$ cat src/rtl/mdu_hilo.sv
`timescale 1ns/1ps
`default_nettype none
// ============================================================================
// Module      : mdu_hilo
// Description : Iterative multiply/divide unit with architectural HI/LO
//               registers. Divide datapath is built only when MDU_DIV_EN is
//               defined; otherwise DIV/DIVU complete in one cycle as no-ops.
// Revision    : 1.0 - initial release
// ============================================================================
module mdu_hilo #(
    parameter int WIDTH = 32
) (
    input  logic             clk,
    input  logic             rst_n,
    input  logic             Start,
    input  logic [2:0]       Op,
    input  logic [WIDTH-1:0] OperandA,
    input  logic [WIDTH-1:0] OperandB,
    output logic             Busy,
    output logic             Done,
    output logic [WIDTH-1:0] Hi,
    output logic [WIDTH-1:0] Lo
);

    localparam logic [1:0] c_IDLE    = 2'd0;
    localparam logic [1:0] c_MUL     = 2'd1;
`ifdef MDU_DIV_EN
    localparam logic [1:0] c_DIV     = 2'd2;
`endif
    localparam logic [1:0] c_FINISH  = 2'd3;
    localparam logic [2:0] c_OP_MTHI = 3'b100;
    localparam logic [2:0] c_OP_MTLO = 3'b101;
    localparam logic [4:0] c_LAST    = 5'd31;

    logic [1:0]       r_state;
    logic [4:0]       r_count;
    logic             r_isDiv;
    logic             r_negQ;
    logic [WIDTH-1:0] r_addend;
    logic [WIDTH-1:0] r_accHi;
    logic [WIDTH-1:0] r_accLo;

    logic             w_negA;
    logic             w_negB;
    logic [WIDTH-1:0] w_absA;
    logic [WIDTH-1:0] w_absB;
    logic [WIDTH:0]   w_mulSum;
    logic [2*WIDTH-1:0] w_prod;
    logic [2*WIDTH-1:0] w_prodFix;

    // Op[0] marks the signed variants (MULT=001, DIV=011)
    assign w_negA    = Op[0] & OperandA[WIDTH-1];
    assign w_negB    = Op[0] & OperandB[WIDTH-1];
    assign w_absA    = w_negA ? -OperandA : OperandA;
    assign w_absB    = w_negB ? -OperandB : OperandB;
    assign w_mulSum  = {1'b0, r_accHi} + (r_accLo[0] ? {1'b0, r_addend} : '0);
    assign w_prod    = {r_accHi, r_accLo};
    assign w_prodFix = r_negQ ? -w_prod : w_prod;

`ifdef MDU_DIV_EN
    logic             r_negR;
    logic             r_divZero;
    logic [WIDTH:0]   w_partial;
    logic             w_fits;
    logic [WIDTH-1:0] w_diff;

    // Partial remainder never exceeds 2*divisor, so the low word of the
    // difference is exact whenever the trial subtraction succeeds.
    assign w_partial = {r_accHi, r_accLo[WIDTH-1]};
    assign w_fits    = (w_partial >= {1'b0, r_addend});
    assign w_diff    = w_partial[WIDTH-1:0] - r_addend;
`endif

    always_ff @(posedge clk or negedge rst_n) begin
        if (!rst_n) begin
            r_state   <= c_IDLE;
            r_count   <= '0;
            r_isDiv   <= 1'b0;
            r_negQ    <= 1'b0;
            r_addend  <= '0;
            r_accHi   <= '0;
            r_accLo   <= '0;
            Busy      <= 1'b0;
            Done      <= 1'b0;
            Hi        <= '0;
            Lo        <= '0;
`ifdef MDU_DIV_EN
            r_negR    <= 1'b0;
            r_divZero <= 1'b0;
`endif
        end else begin
            Done <= 1'b0;
            case (r_state)
                c_IDLE: begin
                    if (Start) begin
                        if (!Op[2]) begin
                            r_count <= '0;
                            r_isDiv <= Op[1];
                            r_negQ  <= w_negA ^ w_negB;
                            r_accHi <= '0;
                            Busy    <= 1'b1;
                            if (Op[1]) begin
                                r_addend <= w_absB;
                                r_accLo  <= w_absA;
`ifdef MDU_DIV_EN
                                r_negR    <= w_negA;
                                r_divZero <= (OperandB == '0);
                                r_state   <= c_DIV;
`else
                                r_state   <= c_FINISH;
`endif
                            end else begin
                                r_addend <= w_absA;
                                r_accLo  <= w_absB;
                                r_state  <= c_MUL;
                            end
                        end else if (Op == c_OP_MTHI) begin
                            Hi <= OperandA;
                        end else if (Op == c_OP_MTLO) begin
                            Lo <= OperandA;
                        end
                    end
                end
                c_MUL: begin
                    r_accHi <= w_mulSum[WIDTH:1];
                    r_accLo <= {w_mulSum[0], r_accLo[WIDTH-1:1]};
                    r_count <= r_count + 5'd1;
                    if (r_count == c_LAST) r_state <= c_FINISH;
                end
`ifdef MDU_DIV_EN
                c_DIV: begin
                    r_accHi <= w_fits ? w_diff : w_partial[WIDTH-1:0];
                    r_accLo <= {r_accLo[WIDTH-2:0], w_fits};
                    r_count <= r_count + 5'd1;
                    if (r_count == c_LAST) r_state <= c_FINISH;
                end
`endif
                c_FINISH: begin
`ifdef MDU_DIV_EN
                    if (r_isDiv) begin
                        Lo <= r_divZero ? '1 : (r_negQ ? -r_accLo : r_accLo);
                        Hi <= r_negR ? -r_accHi : r_accHi;
                    end else begin
                        {Hi, Lo} <= w_prodFix;
                    end
`else
                    // Without divide hardware a divide request leaves HI/LO alone
                    if (!r_isDiv) {Hi, Lo} <= w_prodFix;
`endif
                    Busy    <= 1'b0;
                    Done    <= 1'b1;
                    r_state <= c_IDLE;
                end
                default: r_state <= c_IDLE;
            endcase
        end
    end

endmodule
`default_nettype wire

$ cat config.mk
export PLATFORM = sky130hd
export DESIGN_NAME = mdu_hilo
export DESIGN_NICKNAME = d
export VERILOG_FILES = /design/src/rtl/mdu_hilo.sv
export SDC_FILE = /design/constraint.sdc
export NUM_CORES = 1
export LEC_CHECK = 0
export ABC_CLOCK_PERIOD_IN_PS = 4300
export CAP_MARGIN = 20
export CORE_ASPECT_RATIO = 0.75
export CORE_UTILIZATION = 40
export CTS_CLUSTER_DIAMETER = 80
export DETAILED_ROUTE_END_ITERATION = 16
export SLEW_MARGIN = 0
export SYNTH_ARGS = -nofsm -noshare
export SYNTH_HDL_FRONTEND = slang
export SYNTH_SLANG_ARGS = --single-unit
$ cat constraint.sdc
create_clock -name clk -period 4.3 [get_ports clk]
set_clock_uncertainty 0.1 [all_clocks]
set_input_delay 0.86 -clock clk [delete_from_list [all_inputs] [get_ports clk]]
set_output_delay 0.86 -clock clk [all_outputs]
set_load 0.02 [all_outputs]
==> parameters.txt, run 1 <==
Parameter                              Value

Outcome
  Outcome    finished clean

Logic synthesis
  Syn nets    1,530
  Synthesized instance count    about 1,400
  Register bit total from synthesis    approximately 170
  Top area cells in the synthesized netlist    sky130_fd_sc_hd__dfrtp_1 36%, sky130_fd_sc_hd__xor2_1 6.5%, sky130_fd_sc_hd__o21ai_0 5.7%
  Commonest cells in the synthesized netlist    173 x sky130_fd_sc_hd__nand2_1, 171 x sky130_fd_sc_hd__dfrtp_1, 154 x sky130_fd_sc_hd__nor2_1, 133 x sky130_fd_sc_hd__o21ai_0, 88 x sky130_fd_sc_hd__a21oi_1
  Commonest register cell after synthesis    sky130_fd_sc_hd__dfrtp_1
  Number of enable flip-flop cells after synthesis    0
  Async SR Flop Fraction    1.00
  Mean post-synth cell area    8.28 um^2
  Post-synthesis instance area    0.0118 mm^2
  Top cell type by total area after synthesis    sky130_fd_sc_hd__dfrtp_1
  Distinct cell type count after synthesis    61
  Area share of the leading cell type in the synthesized netlist    0.363
  Proportion of synthesized chip area in sequential cells    0.363
  Top-count cell post-synth    sky130_fd_sc_hd__nand2_1
  Synthesis Warnings    0

Critical path
  Critical path's largest stage delay    0.43 ns
  Critical path required time    between 4 and 5 ns
  Max FO, Critical Path    25
  Standard cell with the maximum stage delay on the critical path    sky130_fd_sc_hd__o21ai_0
  Type of destination of the critical path    flip-flop
  Cell repeated most along the worst path    sky130_fd_sc_hd__a21oi_1
  Critical path data arrival time    3.88 ns
  Critical Setup Path Class    flip-flop to flip-flop
  Ordered list of cells on the worst path    buf_4 > and2_1 > ha_1 > a21oi_1 > o21ai_0 > a21oi_1 > o21ai_0 > buf_4 > a21oi_1 > nor4_1 > mux2_2 > o211ai_1
  Category of the worst setup path launch point    flip-flop
  Count of buffering cells on the critical path with inverters included    2
  Kind of cell with the highest combined delay on the critical path    compound AO/OA/AOI/OAI gates

Clocking
  Number of buffers inserted by hold repair at cts    0
  Number of clock sinks    171
  CTS max path bufs    2
  Clock insertion delay at the later pin of the skew report    0.45 ns
  Clock input transition at the sequential cells of the worst setup and hold paths    ~0.070 ns
  Number of CTS-inserted buffers    17
  CTS-repair resized insts    0
  Root Driver    sky130_fd_sc_hd__clkbuf_16
  Number of buffers added for setup after CTS    0
  Clock H-tree levels    4
  CTS tree    built

Timing
  WHS    0.322 ns
  Final setup violation count    0
  Aggregate negative setup slack    0 ns
  Maximum clock rate    276 MHz
  Setup repair after global routing missed its margin    false
  Clock period minus worst slack    3.62 ns
  Max_slew headroom    0.333
  Share of the cycle needed by the critical path after routing    0.842
  Final number of max-transition violations    0
  Slew @ Worst Pin    1.00 ns
  Final Hold Viols    0

Die
  Core ar.    0.0284 mm^2
  Floorplan die area    0.0301 mm^2
  Vertical die dimension    between 150 and 200 um
  Initial Utilization    0.414
  Die outline width    200 um
  I/O pin cnt    136
  Number of core rows    53

Drt
  Vias after detailed routing    between 10,000 and 15,000
  Iteration count of the initial detailed-routing pass    7
  Drt wl/cell    23.4 um
  Vias per cell    6.03
  Number of nets still failing antenna checks after routing    0
  Detailed-route wire length    44,900 um
  Number of DRC markers after the initial detailed-route iteration    1,317
  DRC Markers    0

Final layout
  Final nets    1,631
  Fill cell total of the finished layout    2,738
  Post-layout utilization of the core    0.498
  Diodes inserted    0
  Share of cells above drive strength 1    0.0605
  Fin area    0.0142 mm^2
  Area added between synthesis and finish    20.4%

Placement
  Routability congestion estimate    0.959
  Final HPWL DP    between 30,000 and 40,000 um
  Area after DPL    between 0.01 and 0.015 mm^2
  Number of port buffers    between 100 and 150

Pwr
  Static leakage    0.00581 uW
  Overall power of the completed layout    9710 uW
  IR Drop Worst-Case VDD    between 0.3 and 0.4 mV
  Total power per unit cell area    ~680 mW/mm^2

GRT
  Pin count of the biggest net entering global routing    93
  Via count of the first global-routing pass    10,400
  GR Util All Layers    0.299
  Grt ovf    0
  Antenna violations before repair    0
  First-pass GRT wire length    about 67,000 um

Min path
  Hold Crit Class    primary input to async pin

Flow run
  Max capacitance violation total    0
-- cell type report --
type	instances	area [um^2]	share of cell area
multi-input cells	1139	7110	0.501
flip-flops and latches	171	4280	0.302
repair buffers	170	1640	0.115
well taps	385	482	0.0340
clock buffers	19	443	0.0312
clock inverters	13	144	0.0101
inverters	24	90.1	0.00635
-- kinds of logic after synthesis --
kind of cell | share of synthesized area
AND/OR/NAND/NOR | 0.197
multiplexers | 0.00616
buffers and inverters | 0.0357
adder cells (fa/ha/maj) | 0.0410
AO/OA/AOI/OAI | 0.246
XOR/XNOR | 0.110
flip-flops | 0.363
-- registers in the layout, summed over array words and instances (netlist names) --
signal / flops
r_addend: 32
r_accLo: 32
Hi: 32
Lo: 32
r_negQ: 1
Done: 1
r_state: 2
r_isDiv: 1
r_accHi: 32
Busy: 1
r_count: 5
-- per-layer routing --
| layer | share of wire | vias up | global-route usage |
|---|---|---|---|
| met3 | 0.12 | 32 | 0.0983 |
| li1 | - | 5365 | - |
| met4 | 0.011 | 2 | 0.0585 |
| met1 | 0.48 | 5597 | 0.464 |
| met5 | 0.0015 | - | 0.0162 |
| met2 | 0.38 | 579 | 0.390 |
-- path summary, 6_finish.rpt --
path / cells past startpoint / slack, ns / from / end
worst min-delay path: 1 / 0.32 / rst_n / Hi[14]$_DFFE_PN0P_
max in group asynchronous: 2 / 2.86 / rst_n / r_addend[29]$_DFFE_PN0P_
worst min register to register: 2 / 0.38 / Lo[5]$_DFFE_PN0P_ / Lo[5]$_DFFE_PN0P_
worst max-delay path: 12 / 0.68 / r_accLo[0]$_DFFE_PN0P_ / r_accHi[28]$_DFFE_PN0P_
min in group clk: 2 / 0.38 / Lo[5]$_DFFE_PN0P_ / Lo[5]$_DFFE_PN0P_
worst max register to register: 12 / 0.68 / r_accLo[0]$_DFFE_PN0P_ / r_accHi[28]$_DFFE_PN0P_
-- layout by cell type, fill, tap and decap left out, types with 7 or more instances in the layout --
cell                                n
sky130_fd_sc_hd__o31ai_1           55
sky130_fd_sc_hd__a22oi_1           30
sky130_fd_sc_hd__o41ai_1           10
sky130_fd_sc_hd__ha_1              37
sky130_fd_sc_hd__or2_2              7
sky130_fd_sc_hd__nand3_1           19
sky130_fd_sc_hd__a21oi_1           87
sky130_fd_sc_hd__or3_1             12
sky130_fd_sc_hd__and2_1            36
sky130_fd_sc_hd__nor3_1            23
sky130_fd_sc_hd__a31oi_1           11
sky130_fd_sc_hd__or4_1             16
sky130_fd_sc_hd__buf_4             33
sky130_fd_sc_hd__nor4_1            11
sky130_fd_sc_hd__dfrtp_1          170
sky130_fd_sc_hd__nor2_1           153
sky130_fd_sc_hd__o211ai_1          10
sky130_fd_sc_hd__clkdlybuf4s50_1  133
sky130_fd_sc_hd__clkbuf_16         17
sky130_fd_sc_hd__xnor2_1           61
sky130_fd_sc_hd__a21o_1            16
sky130_fd_sc_hd__o21ai_0          133
sky130_fd_sc_hd__xor2_1            87
sky130_fd_sc_hd__o221ai_1          29
sky130_fd_sc_hd__nand2_1          173
sky130_fd_sc_hd__inv_1             23
sky130_fd_sc_hd__nand2b_1          10
sky130_fd_sc_hd__nand4_1           11
sky130_fd_sc_hd__a221oi_1          32
-- stage by stage --
step                      setup slack (ns)  instances
after global routing                 0.504       1921
after floorplan                      0.997       1422
after global placement               0.540       1889
after detailed placement             0.528       1889
after CTS                            0.768       1921
final                                0.681       1921
-- power by group --
part,switching (uW),total [uW],internal (uW)
Sequential,899,3220,2320
Combinational,2880,4910,2020
Clock,709,1580,875
Total,4490,9710,5220
Power figures use the tool's default switching activity.
==> run 2: changes to the inputs <==
Settings changed: ABC_CLOCK_PERIOD_IN_PS 4300 to 3600.
Clock period 4.3 ns to 3.6 ns, I/O delays scaled along.
==> run 2 against run 1 <==
Against the previous run:
- critical path depth fell by 4
- largest cell class unchanged
- final cell count up 3.1%
- via count increased by 2.0%
- fmax increased by 5.3%
- highest routed layer unchanged
==> parameters.txt, run 2 (same netlist as run 1, synthesis figures left out) <==
Parameter                              Value

Timing
  Final number of max-transition violations    0
  Max_slew headroom    0.330
  Aggregate negative setup slack    0 ns
  Final setup violation count    0
  Maximum clock rate    around 290 MHz
  Final Hold Viols    0
  Share of the cycle needed by the critical path after routing    0.955
  Setup repair after global routing missed its margin    false
  WHS    roughly 0.14 ns
  Clock period minus worst slack    3.44 ns
  Slew @ Worst Pin    1.00 ns

Final layout
  Fill cell total of the finished layout    2,659
  Top library cells by usage in the layout, fill and taps aside    173 x sky130_fd_sc_hd__nand2_1, 170 x sky130_fd_sc_hd__dfrtp_1, 153 x sky130_fd_sc_hd__nor2_1
  Final nets    roughly 1,700
  Share of cells above drive strength 1    0.0947
  Leading cell type in the layout, fill and taps excluded    sky130_fd_sc_hd__nand2_1
  Diodes inserted    0
  Area added between synthesis and finish    24.7%
  Total area of multi-input combinational cells    0.00711 mm^2
  Flip-flop and latch area    0.00428 mm^2

Drt
  Detailed-route wire length    45,500 um
  Vias after detailed routing    11,800
  DRC Markers    0
  Iteration count of the initial detailed-routing pass    5
  Number of nets still failing antenna checks after routing    0
  Number of DRC markers after the initial detailed-route iteration    1,239
  Vias per cell    approximately 6
  Drt wl/cell    23.0 um

Critical path
  Critical path required time    3.85 ns
  Max FO, Critical Path    5
  Critical R2R Capture    Hi[27]$_DFFE_PN0P_
  R2R Setup Slk    roughly 0.16 ns
  Type of destination of the critical path    flip-flop
  Critical Setup Path Class    flip-flop to flip-flop
  Cell depth of the worst flop-to-flop path    8
  Critical path data arrival time    3.69 ns
  Category of the worst setup path launch point    flip-flop
  Critical R2R Launch    r_accLo[10]$_DFFE_PN0P_
  Worst setup path startpoint    r_accLo[10]$_DFFE_PN0P_

Flow run
  Max capacitance violation total    0

Min path
  Hold Crit Class    primary input to async pin

Placement
  Final HPWL DP    roughly 36,000 um
  Routability congestion estimate    approximately 0.94
  Number of port buffers    135

Clocking
  Number of CTS-inserted buffers    17
  Number of buffers added for setup after CTS    0
  Root Driver    sky130_fd_sc_hd__clkbuf_16
  CTS max path bufs    2
  CTS tree    built
  Clock H-tree levels    4
  Number of clock sinks    171
  Clock insertion delay at the later pin of the skew report    about 0.45 ns
  CTS-repair resized insts    0
  Clock input transition at the sequential cells of the worst setup and hold paths    0.07 ns
  Number of buffers inserted by hold repair at cts    0

GRT
  Via count of the first global-routing pass    approximately 11,000
  Grt ovf    0
  Pin count of the biggest net entering global routing    between 60 and 70
  GR Util All Layers    0.303
  Antenna violations before repair    1
  First-pass GRT wire length    67,900 um

Die
  Initial Utilization    0.414
  Floorplan die area    0.0301 mm^2
  Number of core rows    between 50 and 60
  Core ar.    0.0284 mm^2
  I/O pin cnt    about 140
  Die outline width    200 um
  Vertical die dimension    about 150 um

Pwr
  Total power per unit cell area    between 800 and 900 mW/mm^2
  IR Drop Worst-Case VDD    0.292 mV
  Overall power of the completed layout    roughly 12,000 uW
  Static leakage    0.00612 uW

Outcome
  Outcome    finished clean
==> run 2: metrics by stage <==
stage / utilization / setup slack [ns] / std cells / area (um^2)
final: 0.516 / 0.162 / 1980 / 14700
after global routing: 0.516 / 0.00272 / 1980 / 14700
after CTS: 0.516 / 0.215 / 1980 / 14700
after detailed placement: 0.494 / 0.0472 / 1948 / 14100
after global placement: 0.494 / 0.0759 / 1948 / 14100
after floorplan: - / 0.297 / 1422 / 11800
==> run 2: metal layers <==
metal  up-vias  track usage  wire length [um]
li1       5479            -                 -
met1      5667        0.481             22200
met2       629        0.404             17700
met3        35       0.0742              5070
met4         2       0.0558               484
met5         -            0                12
==> run 2: worst max-delay path by stage <==
stage	endpoint	slack (ns)
2_1_floorplan	r_accHi[31]$_DFFE_PN0P_	0.30
3_3_place_gp	r_accLo[23]$_DFFE_PN0P_	0.08
3_5_place_dp	r_accLo[17]$_DFFE_PN0P_	0.05
4_1_cts	Hi[27]$_DFFE_PN0P_	0.22
5_1_grt	Hi[27]$_DFFE_PN0P_	0.003
6_report	Hi[27]$_DFFE_PN0P_	0.16
==> run 2: critical path, cell delays in order, from the launching register on <==
cell and delay (ns):
sky130_fd_sc_hd__dfrtp_1 0.47, sky130_fd_sc_hd__or4_1 0.70, sky130_fd_sc_hd__nor3_2 0.29, sky130_fd_sc_hd__nand4_1 0.25, sky130_fd_sc_hd__or2_1 0.31, sky130_fd_sc_hd__or4_1 0.51, sky130_fd_sc_hd__o31ai_1 0.32, sky130_fd_sc_hd__xor2_1 0.14
sky130_fd_sc_hd__a221oi_1 0.24
==> run 2: area by class of cell <==
cell class,count,area share
clock buffers,19,0.0295
flip-flops and latches,171,0.292
clock inverters,13,0.0129
well taps,385,0.0328
repair buffers,229,0.143
inverters,24,0.00614
multi-input cells,1139,0.484
==> run 2: power by group <==
group | switching (uW) | internal [uW]
logic | 3570 | 2560
registers | 1020 | 2770
clock network | 830 | 1170
